--- config.mk ---
export PLATFORM = sky130hd
export DESIGN_NAME = audio_dac_serializer
export DESIGN_NICKNAME = d
export VERILOG_FILES = /design/src/rtl/audio_dac_serializer.sv
export SDC_FILE = /design/constraint.sdc
export NUM_CORES = 1
export LEC_CHECK = 0
export BUFFER_PORTS_ARGS = -buffer_cell sky130_fd_sc_hd__buf_2
export CAP_MARGIN = 20
export CORE_UTILIZATION = 45
export CTS_CLUSTER_SIZE = 40
export DETAILED_ROUTE_END_ITERATION = 12
export HOLD_SLACK_MARGIN = 0.02
export MAX_ROUTING_LAYER = met4
export PLACE_DENSITY_LB_ADDON = 0.05
export REMOVE_ABC_BUFFERS = 1
export SLEW_MARGIN = 20
export SYNTH_ARGS = -nofsm -noshare
export SYNTH_HDL_FRONTEND = slang
export SYNTH_SLANG_ARGS = --single-unit
--- constraint.sdc ---
create_clock -name CLOCK_50 -period 2.2 [get_ports CLOCK_50]
set_clock_uncertainty 0.1 [all_clocks]
set_input_delay 0.11 -clock CLOCK_50 [delete_from_list [all_inputs] [get_ports CLOCK_50]]
set_output_delay 0.11 -clock CLOCK_50 [all_outputs]
set_load 0.01 [all_outputs]
--- src/rtl/audio_dac_serializer.sv ---
// audio_dac_serializer: buffers stereo sample pairs in a small FIFO and shifts them
// out MSB-first in I2S format against codec-mastered BCLK/LRCK.
module audio_dac_serializer #(
  parameter int DATA_WIDTH = 24,
  parameter int FIFO_DEPTH = 4
) (
  input  logic                  CLOCK_50,
  input  logic                  reset,
  input  logic                  write,
  input  logic [DATA_WIDTH-1:0] writedata_left,
  input  logic [DATA_WIDTH-1:0] writedata_right,
  output logic                  write_ready,
  input  logic                  AUD_BCLK,
  input  logic                  AUD_DACLRCK,
  output logic                  AUD_DACDAT,
  output logic                  underflow
);
  localparam int AW = $clog2(FIFO_DEPTH);
  localparam int CW = AW + 1;
  localparam int BW = $clog2(DATA_WIDTH + 1);
  localparam logic [1:0] IDLE  = 2'd0;
  localparam logic [1:0] SHIFT = 2'd1;
  localparam logic [1:0] PAD   = 2'd2;

  logic [1:0]              bclk_sync, lrck_sync;
  logic                    bclk_prev, lrck_prev;
  logic [2*DATA_WIDTH-1:0] mem [FIFO_DEPTH];
  logic [AW-1:0]           wr_ptr, rd_ptr;
  logic [CW-1:0]           count, count_next;
  logic [1:0]              state;
  logic [BW-1:0]           bitcnt;
  logic [DATA_WIDTH-1:0]   shift_reg, right_hold;
  logic                    lrck, bclk_fall, lrck_edge, left_start, right_start;
  logic                    empty, push, pop;

  assign lrck        = lrck_sync[1];
  assign bclk_fall   = bclk_prev & ~bclk_sync[1];
  assign lrck_edge   = bclk_fall & (lrck != lrck_prev);
  assign left_start  = lrck_edge & ~lrck;
  // a right frame is only meaningful once a left frame has been started
  assign right_start = lrck_edge & lrck & (state != IDLE);
  assign empty       = count == '0;
  assign push        = write & write_ready;
  assign pop         = left_start & ~empty;
  assign underflow   = left_start & empty;
  assign count_next  = count + CW'(push) - CW'(pop);

  always_ff @(posedge CLOCK_50 or negedge reset)
    if (!reset) begin
      bclk_sync <= '0;
      lrck_sync <= '0;
      bclk_prev <= 1'b0;
      lrck_prev <= 1'b0;
    end else begin
      bclk_sync <= {bclk_sync[0], AUD_BCLK};
      lrck_sync <= {lrck_sync[0], AUD_DACLRCK};
      bclk_prev <= bclk_sync[1];
      lrck_prev <= bclk_fall ? lrck : lrck_prev;
    end

  always_ff @(posedge CLOCK_50)
    if (push) mem[wr_ptr] <= {writedata_left, writedata_right};

  always_ff @(posedge CLOCK_50 or negedge reset)
    if (!reset) begin
      wr_ptr      <= '0;
      rd_ptr      <= '0;
      count       <= '0;
      write_ready <= 1'b1;
    end else begin
      wr_ptr      <= push ? wr_ptr + 1'b1 : wr_ptr;
      rd_ptr      <= pop ? rd_ptr + 1'b1 : rd_ptr;
      count       <= count_next;
      write_ready <= count_next != CW'(FIFO_DEPTH);
    end

  // frame start only loads; the first data bit leaves on the following BCLK fall
  always_ff @(posedge CLOCK_50 or negedge reset)
    if (!reset) begin
      state      <= IDLE;
      bitcnt     <= '0;
      shift_reg  <= '0;
      right_hold <= '0;
      AUD_DACDAT <= 1'b0;
    end else if (bclk_fall) begin
      if (left_start) begin
        state                   <= SHIFT;
        bitcnt                  <= BW'(DATA_WIDTH);
        {shift_reg, right_hold} <= empty ? '0 : mem[rd_ptr];
      end else if (right_start) begin
        state     <= SHIFT;
        bitcnt    <= BW'(DATA_WIDTH);
        shift_reg <= right_hold;
      end else if (state == SHIFT && bitcnt != '0) begin
        AUD_DACDAT <= shift_reg[DATA_WIDTH-1];
        shift_reg  <= {shift_reg[DATA_WIDTH-2:0], 1'b0};
        bitcnt     <= bitcnt - 1'b1;
      end else begin
        state      <= state == SHIFT ? PAD : state;
        AUD_DACDAT <= 1'b0;
      end
    end
endmodule

Word-level counts from Yosys, hierarchy flattened
Memory sizes are Yosys's and may differ from the RTL's.
Index checks and enable logic that the tools add are counted.
{"block": "totals", "word_cells": 60, "output_inout_bits": 3, "inputBits": 53, "n_memories": 1, "ram_bits": 192, "ff_bits": 70}
{"memory": "mem", "words": 4, "word_bits": 48, "read_ports": 1, "rd_ports_with_merged_regs": 0, "wr": 1, "line": "27", "rtl": "logic [2*DATA_WIDTH-1:0] mem [FIFO_DEPTH];"}
{"block": "classes", "muxes": 14, "add_sub_neg": 5, "bitwise_logic": 13, "n_eq_ne": 4, "n_reduce_logical": 10}
{"cell": "$mux 24", "n": 3}
{"cell": "$mux 48", "n": 1}
{"cell": "$mux 5", "n": 3}
{"cell": "$and 1x1->1", "n": 8}
{"cell": "$mux 2", "n": 4}
{"cell": "$ne 3x3->1 const B", "n": 2}
{"cell": "$reduce_and 3->1", "n": 2}
{"cell": "$reduce_bool 3->1", "n": 2}
{"cell": "$not 1->1", "n": 5}
{"cell": "$reduce_bool 5->1", "n": 1}
{"cell": "$sub 5x1->5 const B", "n": 1}
{"cell": "$add 2x1->2 const B", "n": 2}
{"cell": "$reduce_and 2->1", "n": 2}
{"cell": "$add 3x1->3", "n": 1}
{"cell": "$logic_not 3->1", "n": 1}
{"cell": "$mux 1", "n": 3}
{"cell": "$sub 3x1->3", "n": 1}
{"cell": "$eq 2x1->1 const B", "n": 1}
{"cell": "$reduce_bool 2->1", "n": 1}
{"cell": "$logic_and 1x1->1", "n": 1}
{"cell": "$ne 1x1->1", "n": 1}

Depth between registers and ports, before layout
{"block": "depth", "word_depth": 7, "depth_mapped": 10, "ltp_nobuf": 9}

Least setup slack after synthesis
Ideal clock, no wire load.
{"block": "synth_timing", "path_type": "register -> register", "from": "reg bclk_sync[1]", "to": "reg write_ready", "path_stages_with_launch": 11, "synth_period_minus_slack_ns": 2.361, "path_buffers": 1, "setup_slack_ns": -0.161, "arrival_time_ns": 2.178, "cell_sequence": "dfrtp_1 nand4bb_1 nor2_1 buf_2 ha_1 inv_1 ha_1 fa_1 xnor2_1 xnor2_1 nand2_1"}
{"block": "synth_via", "elab_chain_cells": 7}
{"item": "start, declared", "line": "25", "rtl": "logic [1:0] bclk_sync, lrck_sync;"}
{"item": "start signal, assigned", "line": "55", "rtl": "bclk_sync <= {bclk_sync[0], AUD_BCLK};"}
{"item": "$not 1->1", "line": "37", "rtl": "assign bclk_fall = bclk_prev & ~bclk_sync[1];"}
{"item": "$and 1x1->1", "line": "37"}
{"item": "$and 1x1->1", "line": "38", "rtl": "assign lrck_edge = bclk_fall & (lrck != lrck_prev);"}
{"item": "$and 1x1->1", "line": "39", "rtl": "assign left_start = lrck_edge & ~lrck;"}
{"item": "$and 1x1->1", "line": "44", "rtl": "assign pop = left_start & ~empty;"}
{"item": "via pop", "line": "34", "rtl": "logic empty, push, pop;"}
{"item": "$sub 3x1->3", "line": "46", "rtl": "assign count_next = count + CW'(push) - CW'(pop);"}
{"item": "via count_next[2]", "line": "29", "rtl": "logic [CW-1:0] count, count_next;"}
{"item": "$ne 3x3->1", "line": "74", "rtl": "write_ready <= count_next != CW'(FIFO_DEPTH);"}
{"item": "end signal, assigned", "line": "74"}
{"item": "end, declared", "line": "12", "rtl": "output logic write_ready,"}
The timed path passes the listed nets, and every way through them passes these cells.
A chain may end at the register's enable or synchronous reset.

Final worst setup path
{"block": "layout_timing", "from": "reg count[1]", "to": "reg write_ready"}
{"block": "layout_via", "elab_chain_cells": 5, "word_cells_on_any_way": 6, "cone_classes": "2 x add/sub; 1 x eq/ne; 2 x bitwise; 1 x reduce/logical"}
{"item": "start, declared", "line": "29"}
{"item": "start signal, assigned", "line": "73", "rtl": "count <= count_next;"}
{"item": "parallel branches: the longest is 3 deep, another holds $add 3x1->3"}
{"item": "$sub 3x1->3 (*)", "line": "46"}
{"item": "via count_next[2]", "line": "29"}
{"item": "$ne 3x3->1 (*)", "line": "74"}
Mark *: on every way through the listed nets, which the timed path passes.

==> impl_metrics.py <==
metrics = {
    "layout": {
        "final_common_cell": "edfxtp_1",
        "mostFrequentLayoutCells": "192 x edfxtp_1, 67 x dfrtp_1, 55 x buf_2",
        "largest_reg_flops": 192,
        "nets": 773,
        "area.growth.synth_to_final_pct": 21.9,
        "stdcell_area_um2": 12700,
        "final_layout_size_suffix_gt1_share_pct": 26.2,
        "n_antenna_cell": 0,
    },
    "placed_design": {
        "hpwl_um": 12000,
        "dp_slack_ns": -0.00129,
        "place_area_um2": 11200,
        "gp_congestion": 0.747,
        "portBuffers": 55,
    },
    "floorplan": {
        "start_util_pct": 45.9,
        "ios": 56,
        "num_rows": 55,
        "fp.dieH_um": 154,
        "core_um2": 22600,
        "die_area_um2": 23700,
        "die_w_um": 154,
    },
    "timing": {
        "hold_violations": 0,
        "period_needed_ns": 2.17,
        "rsz0062_at_grt": "yes",
        "layout_setup_ws_ns": 0.0270,
        "fmax_ghz": 0.460,
        "slew_viol_final": 0,
        "relSlewSlack_pct": 44.8,
        "tightest_slew_ns": 0.828,
        "finalCritPeriodShare_pct": 98.8,
        "setup_violations": 0,
    },
    "min_path": {
        "hold_class": "input pin to asynchronous set/reset pin",
    },
    "logic_synthesis": {
        "synthesis.area_um2": 10400,
        "ys.warnings.count": 0,
        "synth-seq-cells": 262,
        "avgSynthCellArea_um2": 17.6,
        "synth-edff-count": 192,
        "syn_inst": 591,
        "yosys.area.top_type_share_pct": 55.5,
        "synth.area.top_cells": "edfxtp_1 56%, dfrtp_1 17%, mux4_2 10%",
        "async_reset_ff_share_pct": 26.7,
        "yosysSeqAreaShare_pct": 72.4,
        "yosysTopAreaCell": "edfxtp_1",
        "yosysUniqueCellTypes": 42,
        "ys.flop_type": "edfxtp_1",
    },
    "cts": {
        "cts.htree.levels": 1,
        "clkLatencyLatePin_ns": 0.53,
        "cts_tree": "done",
        "cts_buffers": 28,
        "cts_buffer_depth": 3,
        "cts_num_sinks": 262,
        "cts_root_buf": "clkbuf_16",
        "clk_pin_slew_ns": 0.06,
    },
    "worst_setup_path": {
        "critical_path_class": "flop to flop",
        "cp-end-kind": "flop",
        "ff2ff_setup_slack_ns": 0.03,
        "cpMostUsedCell": "ha_4",
        "critPathBufInv": 2,
        "path_delay_family": "adder cells",
        "critPathArrivalTime_ns": 2.53,
        "r2r_start": "count[1]$_DFF_PN0_",
        "crit_chain": "nor3_2 > buf_4 > nor2_4 > ha_4 > inv_2 > ha_4 > fa_2 > xnor2_2 > xnor2_1 > nand2_1",
        "timing.rr.end": "write_ready$_DFF_PN1_",
        "path_max_fanout": 2,
        "worst_path_max_delay_cell": "dfrtp_1",
        "slowest_delay_ns": 0.41,
        "reg2reg_depth": 10,
        "cp.required_ns": 2.56,
        "critical_path.startpoint_type": "flop",
    },
    "grt": {
        "grt_pass1_wl_um": 34000,
        "antenna_found_initial": 0,
        "top_usage_layer": "met2",
        "use_met2_pct": 30.6,
        "grt_overflow_total": 0,
        "grt_max_degree": 71,
        "grt_use_met3_pct": 2.71,
        "grtUsageMet1_pct": 25.7,
        "grt_pass1_vias": 6270,
        "grt_util_all_layers_pct": 19.0,
    },
    "routing": {
        "first_pass_iters": 4,
        "wl_per_cell_um": 20.5,
        "num_vias": 5737,
        "drc": 0,
        "routed_wl_um": 20900,
        "final_antenna_net_count": 0,
        "viasPerCell": 5.63,
        "drt_first_iter_violations": 328,
    },
    "run_status": {
        "status": "finished clean",
    },
    "power": {
        "cellLeakagePower_nw": 4.50,
        "power_density_nw_per_um2": 1250,
        "total_power_mw": 15.8,
        "max-vdd-ir-drop_mv": 0.662,
    },
    "flow_run": {
        "cap_violations": 0,
    },
}
==> per-layer routing <==
layer	routed length, um	vias to the layer above
li1	-	2627
met1	9570	2975
met2	10300	101
met3	720	34
met4	336	0
met5	0	-
==> synth_stat cells (3+ instances only) <==
| library cell | instances |
|---|---|
| nand2_1 | 38 |
| mux4_2 | 48 |
| o31a_1 | 23 |
| buf_2 | 9 |
| nand2b_1 | 4 |
| a31oi_1 | 24 |
| a21oi_1 | 24 |
| ha_1 | 7 |
| nor3_1 | 3 |
| and3_1 | 4 |
| nor2b_1 | 3 |
| buf_6 | 3 |
| inv_1 | 8 |
| xnor2_1 | 4 |
| nor2_1 | 3 |
| clkbuf_1 | 30 |
| o21ai_0 | 25 |
| edfxtp_1 | 192 |
| and4_1 | 23 |
| dfrtp_1 | 69 |
| a22o_1 | 23 |
==> repair_timing <==
| item | in CTS | in global routing |
|---|---|---|
| hold endpoints to repair | 266 | 0 |
| pin swaps | 1 | 6 |
| resized for setup | 2 | 5 |
| hold buffers | 52 | 0 |
| cloned | 0 | 0 |
| setup buffers | 0 | 1 |
| setup endpoints to repair | 1 | 3 |
==> per-stage QoR <==
| step | hold slack, ns | utilization, % | setup TNS [ns] | cells |
|---|---|---|---|---|
| 2_1_floorplan | -0.286 | - | -114.12 | 547 |
| 3_3_place_gp | 0.0648 | 49.3 | 0 | 914 |
| 3_5_place_dp | 0.0677 | 49.3 | -0.00129 | 914 |
| 4_1_cts | 0.0453 | 55.8 | 0 | 1018 |
| 5_1_grt | 0.0613 | 55.9 | -0.0708 | 1019 |
| 6_report | 0.0311 | 55.9 | 0 | 1019 |
==> tightest hold or removal path: stages <==
cell           delay, ns
dlygate4sd3_1       0.52
buf_2               0.12
buf_12              0.32
==> how the worst max path moves through the flow <==
stage / startpoint / to / slack (ns) / depth (start not counted)
4_1_cts: count[0]$_DFF_PN0_ / write_ready$_DFF_PN1_ / 0.03 / 10
5_1_grt: count[1]$_DFF_PN0_ / write_ready$_DFF_PN1_ / -0.07 / 10
6_report: count[1]$_DFF_PN0_ / write_ready$_DFF_PN1_ / 0.03 / 10
3_3_place_gp: count[0]$_DFF_PN0_ / write_ready$_DFF_PN1_ / 0.05 / 10
3_5_place_dp: count[0]$_DFF_PN0_ / write_ready$_DFF_PN1_ / -0.001 / 10
2_1_floorplan: bclk_sync[1]$_DFF_PN0_ / write_ready$_DFF_PN1_ / -2.60 / 8
==> logic make-up (layout without fill, tap and decap cells) <==
group	Yosys count	count (layout)	share of synthesized area, %
flops	262	262	72.4
compound gates	127	127	8.31
simple gates	86	86	4.94
buf+inv	52	195	2.20
mux	50	50	10.6
fa+ha+maj	8	8	1.04
xor+xnor	6	6	0.506
==> where the power goes <==
| group | total (mW) | switching, mW | internal (mW) |
|---|---|---|---|
| registers | 7.22 | 0.606 | 6.61 |
| logic | 3.86 | 1.89 | 1.97 |
| clock network | 4.70 | 1.84 | 2.86 |
| total | 15.8 | 4.34 | 11.4 |
==> area by class of cell <==
type,count,area [um2]
Clock buffer,33,741
Fill cell,1798,9980
Multi-Input combinational cell,277,2700
Tap cell,285,357
Inverter,8,30.0
Timing Repair Buffer,135,1120
Sequential cell,262,7520
Clock inverter,19,193
(Power assumes the default switching activity.)
